--- src/rtl/ddr3_idelay_pkg.sv ---
// ddr3_idelay_pkg: shared op/state encodings and tap-range constants for the IDELAY tap controller
package ddr3_idelay_pkg;

   localparam int unsigned TAP_W = 5;
   localparam logic [TAP_W-1:0] TAP_MAX = 5'd31;

   typedef enum logic [1:0] {
      OP_LOAD = 2'b00,
      OP_INC  = 2'b01,
      OP_DEC  = 2'b10,
      OP_INIT = 2'b11
   } op_e;

   typedef enum logic [1:0] {
      ST_INIT   = 2'b00,
      ST_IDLE   = 2'b01,
      ST_APPLY  = 2'b10,
      ST_SETTLE = 2'b11
   } state_e;

endpackage

--- src/rtl/idelay_settle_cnt.sv ---
// idelay_settle_cnt: down-counter that measures the settle window after a tap change
module idelay_settle_cnt #(
   parameter int unsigned CYCLES = 8
) (
   input  logic i_clk,
   input  logic i_rst_n,
   input  logic i_load,
   input  logic i_count,
   output logic o_expire
);

   logic [7:0] cnt_q, cnt_d;

   // load with CYCLES-1 so expiry lands on the last of CYCLES counted cycles
   always_comb begin
      cnt_d = i_load ? 8'(CYCLES - 1) : (i_count && cnt_q != 8'd0) ? cnt_q - 8'd1 : cnt_q;
   end

   // counter register
   always_ff @(posedge i_clk) begin
      if (!i_rst_n) cnt_q <= 8'd0;
      else          cnt_q <= cnt_d;
   end

   assign o_expire = cnt_q == 8'd0;

endmodule

--- src/rtl/idelay_tap_ctrl.sv ---
// idelay_tap_ctrl: drives IDELAYE2 LD/CE/INC to load or step the tap; IDELAY_TAP_CHECK_EN adds readback checking
module idelay_tap_ctrl
   import ddr3_idelay_pkg::*;
#(
   parameter int unsigned      SETTLE_CYCLES = 8,
   parameter logic [TAP_W-1:0] INIT_TAP      = 5'd0
) (
   input  logic             i_clk,
   input  logic             i_rst_n,
   input  logic             i_req_valid,
   input  logic [1:0]       i_req_op,
   input  logic [TAP_W-1:0] i_req_tap,
   output logic             o_req_ready,
   output logic             o_ld,
   output logic             o_ce,
   output logic             o_inc,
   output logic [TAP_W-1:0] o_cntvaluein,
   input  logic [TAP_W-1:0] i_cntvalueout,
   output logic [TAP_W-1:0] o_tap,
   output logic             o_done,
   output logic             o_sat_err,
   output logic             o_mismatch
);

   state_e           state_q, state_d;
   op_e              op_q;
   logic [TAP_W-1:0] req_tap_q, tap_q, tap_d, cnt_q, target;
   logic             run_q, sat, load_op, apply_ok, expire, settle_load;

   // primitive drive and tap bookkeeping; run_q keeps LD low while reset is still held
   always_comb begin
      sat          = (op_q == OP_INC && tap_q == TAP_MAX) || (op_q == OP_DEC && tap_q == '0);
      load_op      = op_q == OP_LOAD || op_q == OP_INIT;
      target       = (state_q == ST_INIT || op_q == OP_INIT) ? INIT_TAP : req_tap_q;
      apply_ok     = state_q == ST_APPLY && !sat;
      o_ld         = (state_q == ST_INIT && run_q) || (apply_ok && load_op);
      o_ce         = apply_ok && !load_op;
      o_inc        = o_ce && op_q == OP_INC;
      o_cntvaluein = o_ld ? target : cnt_q;
      tap_d        = o_ld ? target : o_ce ? (o_inc ? tap_q + 1'b1 : tap_q - 1'b1) : tap_q;
      o_req_ready  = state_q == ST_IDLE;
      o_sat_err    = state_q == ST_APPLY && sat;
      o_done       = (state_q == ST_SETTLE && expire) || o_sat_err;
   end

   // next-state logic; saturated requests skip the settle window
   always_comb begin
      state_d = state_q;
      case (state_q)
         ST_INIT:   state_d = run_q ? ST_SETTLE : ST_INIT;
         ST_IDLE:   state_d = i_req_valid ? ST_APPLY : ST_IDLE;
         ST_APPLY:  state_d = sat ? ST_IDLE : ST_SETTLE;
         ST_SETTLE: state_d = expire ? ST_IDLE : ST_SETTLE;
         default:   state_d = ST_INIT;
      endcase
      settle_load = state_d == ST_SETTLE && state_q != ST_SETTLE;
   end

   // state, tracked tap, held CNTVALUEIN and latched request
   always_ff @(posedge i_clk) begin
      if (!i_rst_n) begin
         state_q   <= ST_INIT;
         run_q     <= 1'b0;
         op_q      <= OP_LOAD;
         req_tap_q <= '0;
         tap_q     <= INIT_TAP;
         cnt_q     <= INIT_TAP;
      end else begin
         state_q <= state_d;
         run_q   <= 1'b1;
         tap_q   <= tap_d;
         if (o_ld) cnt_q <= o_cntvaluein;
         if (o_req_ready && i_req_valid) begin
            op_q      <= op_e'(i_req_op);
            req_tap_q <= i_req_tap;
         end
      end
   end

   idelay_settle_cnt #(.CYCLES(SETTLE_CYCLES)) u_settle (
      .i_clk    (i_clk),
      .i_rst_n  (i_rst_n),
      .i_load   (settle_load),
      .i_count  (state_q == ST_SETTLE),
      .o_expire (expire)
   );

   assign o_tap = tap_q;

`ifdef IDELAY_TAP_CHECK_EN
   logic mismatch_q;

   // sticky flag: any IDLE-cycle disagreement between primitive and tracked tap
   always_ff @(posedge i_clk) begin
      if (!i_rst_n) mismatch_q <= 1'b0;
      else if (state_q == ST_IDLE && i_cntvalueout != tap_q) mismatch_q <= 1'b1;
   end

   assign o_mismatch = mismatch_q;
`else
   logic unused_cntvalueout;
   assign unused_cntvalueout = ^i_cntvalueout;
   assign o_mismatch = 1'b0;
`endif

endmodule

--- config.mk ---
export PLATFORM = sky130hd
export DESIGN_NAME = idelay_tap_ctrl
export DESIGN_NICKNAME = d
export VERILOG_FILES = /design/src/rtl/ddr3_idelay_pkg.sv /design/src/rtl/idelay_settle_cnt.sv /design/src/rtl/idelay_tap_ctrl.sv
export SDC_FILE = /design/constraint.sdc
export NUM_CORES = 1
export LEC_CHECK = 0
export CORE_ASPECT_RATIO = 0.9
export CORE_MARGIN = 3
export CORE_UTILIZATION = 29
export DETAILED_ROUTE_END_ITERATION = 6
export GPL_TIMING_DRIVEN = 1
export SYNTH_ARGS = -nofsm -noshare
export SYNTH_HDL_FRONTEND = slang
export SYNTH_SLANG_ARGS = --single-unit
--- constraint.sdc ---
create_clock -name i_clk -period 2.28 [get_ports i_clk]
set_input_delay 0.456 -clock i_clk [delete_from_list [all_inputs] [get_ports i_clk]]
set_output_delay 0.456 -clock i_clk [all_outputs]
set_load 0.01 [all_outputs]
==> flow_summary.ini <==
[worst_setup_path]
critPathTopFamily = flip-flops
crit_buf_inv = 2
worstPathMaxFanout = 4
crit_path_top_delay_cell = dfxtp_2
cp-end-kind = output port
critPathKind = reg -> out
path_cells = nor4_4 > buf_4 > a21oi_4 > a31oi_4 > mux2_4 > buf_6
worst-endpoint-arrival_ps = 1910
slowest_delay_ps = 350
start_kind = flip-flop
critical_path_required_ps = 1820

[timing]
period_share_pct = 104
skew_ps = 5.62
hold_viol = 0
setup_ws_ps = -82.6
worstMarginPinSlew_ps = 572
tns_ps = -217
relSlewSlack_pct = 61.9
rsz0062_at_grt = true
max_freq_ghz = 0.423
min_period_ps = 2360
report.final.setup_viol = 6
drv_slew = 0

[global_route]
grt_pass1_vias = 1506
grtUsageTotal_pct = 13.6
overflow = 0
antenna_found_initial = 0
grt_first_pass_wirelength_um = 6980
grt_max_degree = 17

[synth]
synth_mux_area_share_pct = 0.974
synth_xor_area_share_pct = 5.68
synthArstFlopShare_pct = 0
synth.distinct_cells = 48
yosys.area_share.simple_pct = 26.5
synth_compound_area_share_pct = 18.2
syn_avg_cell_area_um2 = 8.61
synth_fp_nets = 203
ys_ff_latch = 28
seq_area_frac_synth_pct = 36.4
synth_edf_count = 0
synth_flop_cell = dfxtp_1
synth_top_family_by_area = simple AND/OR/NAND/NOR gates
synth_top_area_share_pct = 36.4
synth_area_um2 = 1540
synth_area_leaders = dfxtp_1, ha_1, nand2_1
synth_cells = 179
synth-adder-area-share_pct = 7.79
yosys_warnings = 0
synth_area_leader_cell = dfxtp_1

[clocking]
cts_buffers = 3
htreeDepth = 1
insertion_delay_ps = 280
ctsLongestPathBuffers = 2
cts_sinks = 28
clk_pin_slew_ps = 100
cts_tree = yes
ctsHoldBuffers = 0
cts_root_buf = clkbuf_8

[pwr]
power.internal_mw = 1.12
clockPowerShare_pct = 24.4
power.density_nw_per_um2 = 671
pwr-share-seq_pct = 35.7
power_frac_comb_pct = 39.9
ir_worst_vdd_v = 0.000340
leakagePower_nw = 1.02
p_sw_mw = 0.505
swShare_pct = 31.1
p_total_mw = 1.63

[layout]
final_common_cell = buf_4
final_cell_mix = buf_4, dfxtp_1, nand2_1
fin_nets = 274
layout-drive-gt1-share_pct = 40.2
antenna_cells = 0
areaGrowthSynthToFinish_pct = 57.2
final_cells = 314
utilization_pct = 48.6

[place]
place_congestion = 0.802
portBuffers = 25
dp_hpwl_um = 3010
dpl.cell_count = 297

[detailed_routing]
drc_errors = 0
first_pass_iters = 4
drt-wirelength-per-cell_um = 13.5
ant_nets = 0
vias = 1495
viasPerCell = 4.76
drtIter0Drc = 46
wirelength_um = 4230

[outcome]
violations = negative setup slack
outcome = finished with violations

[floorplan]
row_count = 24
die_w_um = 82.9
die_h_um = 75.2
dieArea_um2 = 6230
coreArea_um2 = 4980
num_io_pins = 32
initial_core_util_pct = 30.9

[hold_path]
min_path_type = reg -> reg

[job]
cap_viol_max_count = 0
per-stage QoR:
stage / cell area (um2) / hold WS, ps / setup slack, ps
2_1_floorplan: 1560 / 432 / 4.98
3_3_place_gp: 2120 / 446 / -239
3_5_place_dp: 2120 / 447 / -263
4_1_cts: 2350 / 472 / -73.6
5_1_grt: 2420 / 495 / -162
6_report: 2420 / 465 / -82.6
registers in the layout, indices dropped and copies added, names as in the netlist:
name            cells
cnt_q               5
u_settle.cnt_q      8
op_q                2
run_q               1
state_q             2
o_tap               5
req_tap_q           5
repair_timing:
| item | 4_1_cts | 5_1_grt |
|---|---|---|
| hold endpoints to repair | 0 | 0 |
| setup endpoints to repair | 14 | 13 |
| setup buffers | 9 | 4 |
| pin swaps | 21 | 6 |
| gates resized for setup | 63 | 16 |
Yosys cell counts (2+ instances only):
master,n
a21o_1,3
a21oi_1,14
a22o_1,3
a31oi_1,2
and2_1,6
clkbuf_1,4
dfxtp_1,28
ha_1,8
inv_1,9
nand2_1,19
nand2b_1,3
nand3_1,8
nor2_1,17
nor2b_1,3
nor3_1,2
nor3b_1,2
nor4_1,2
o21ai_0,7
o31ai_1,2
xnor2_1,8
xor2_1,2
routing by layer:
layer / part of all wire [%] / up-vias / global-route usage, %
met4: 1.6 / 0 / 3.09
met5: 0 / - / 0
met1: 50 / 696 / 17.5
li1: - / 758 / -
met3: 3.0 / 8 / 2.63
met2: 46 / 33 / 23.9
final cells by class:
cell class              instances  area, um2
clock inverters                 1       30.0
multi-input cells             135       1080
fillers                       503       2560
clock buffers                   3       41.3
well taps                      65       81.3
inverters                       9       36.3
flip-flops and latches         28        568
repair buffers                 73        588
worst min-delay path: stages (launching register included):
cell and delay [ps]:
dfxtp_1 330, nand2_1 50, a21oi_1 50
power by group through the flow:
stage	registers [mW]	clock network (mW)	logic, mW
after floorplan	0.592	0	0.300
after global placement	0.583	0	0.543
after detailed placement	0.584	0	0.548
after CTS	0.577	0.408	0.615
after global routing	0.588	0.422	0.704
final	0.581	0.397	0.648
final timing paths:
| path | start | to | slack [ps] | depth (start not counted) |
|---|---|---|---|---|
| hold reg to reg | req_tap_q[1]$_SDFFE_PN0P_ | req_tap_q[1]$_SDFFE_PN0P_ | 470 | 2 |
| setup / recovery | o_tap[1]$_SDFFE_PN0P_ | o_cntvaluein[1] | -80 | 6 |
| setup reg to reg | o_tap[1]$_SDFFE_PN0P_ | o_tap[4]$_SDFFE_PN0P_ | -10 | 12 |
| hold / removal | req_tap_q[1]$_SDFFE_PN0P_ | req_tap_q[1]$_SDFFE_PN0P_ | 470 | 2 |
cells by family after synthesis:
| group | after synthesis |
|---|---|
| AOI/OAI and AO/OA | 40 |
| xor gates and xnor gates | 10 |
| adders and majority gates | 9 |
| buffers and inverters | 16 |
| DFF | 28 |
| muxes | 1 |
| other | 1 |
| and+or+nand+nor | 74 |
Note: power is estimated with default switching activity, not from simulation.
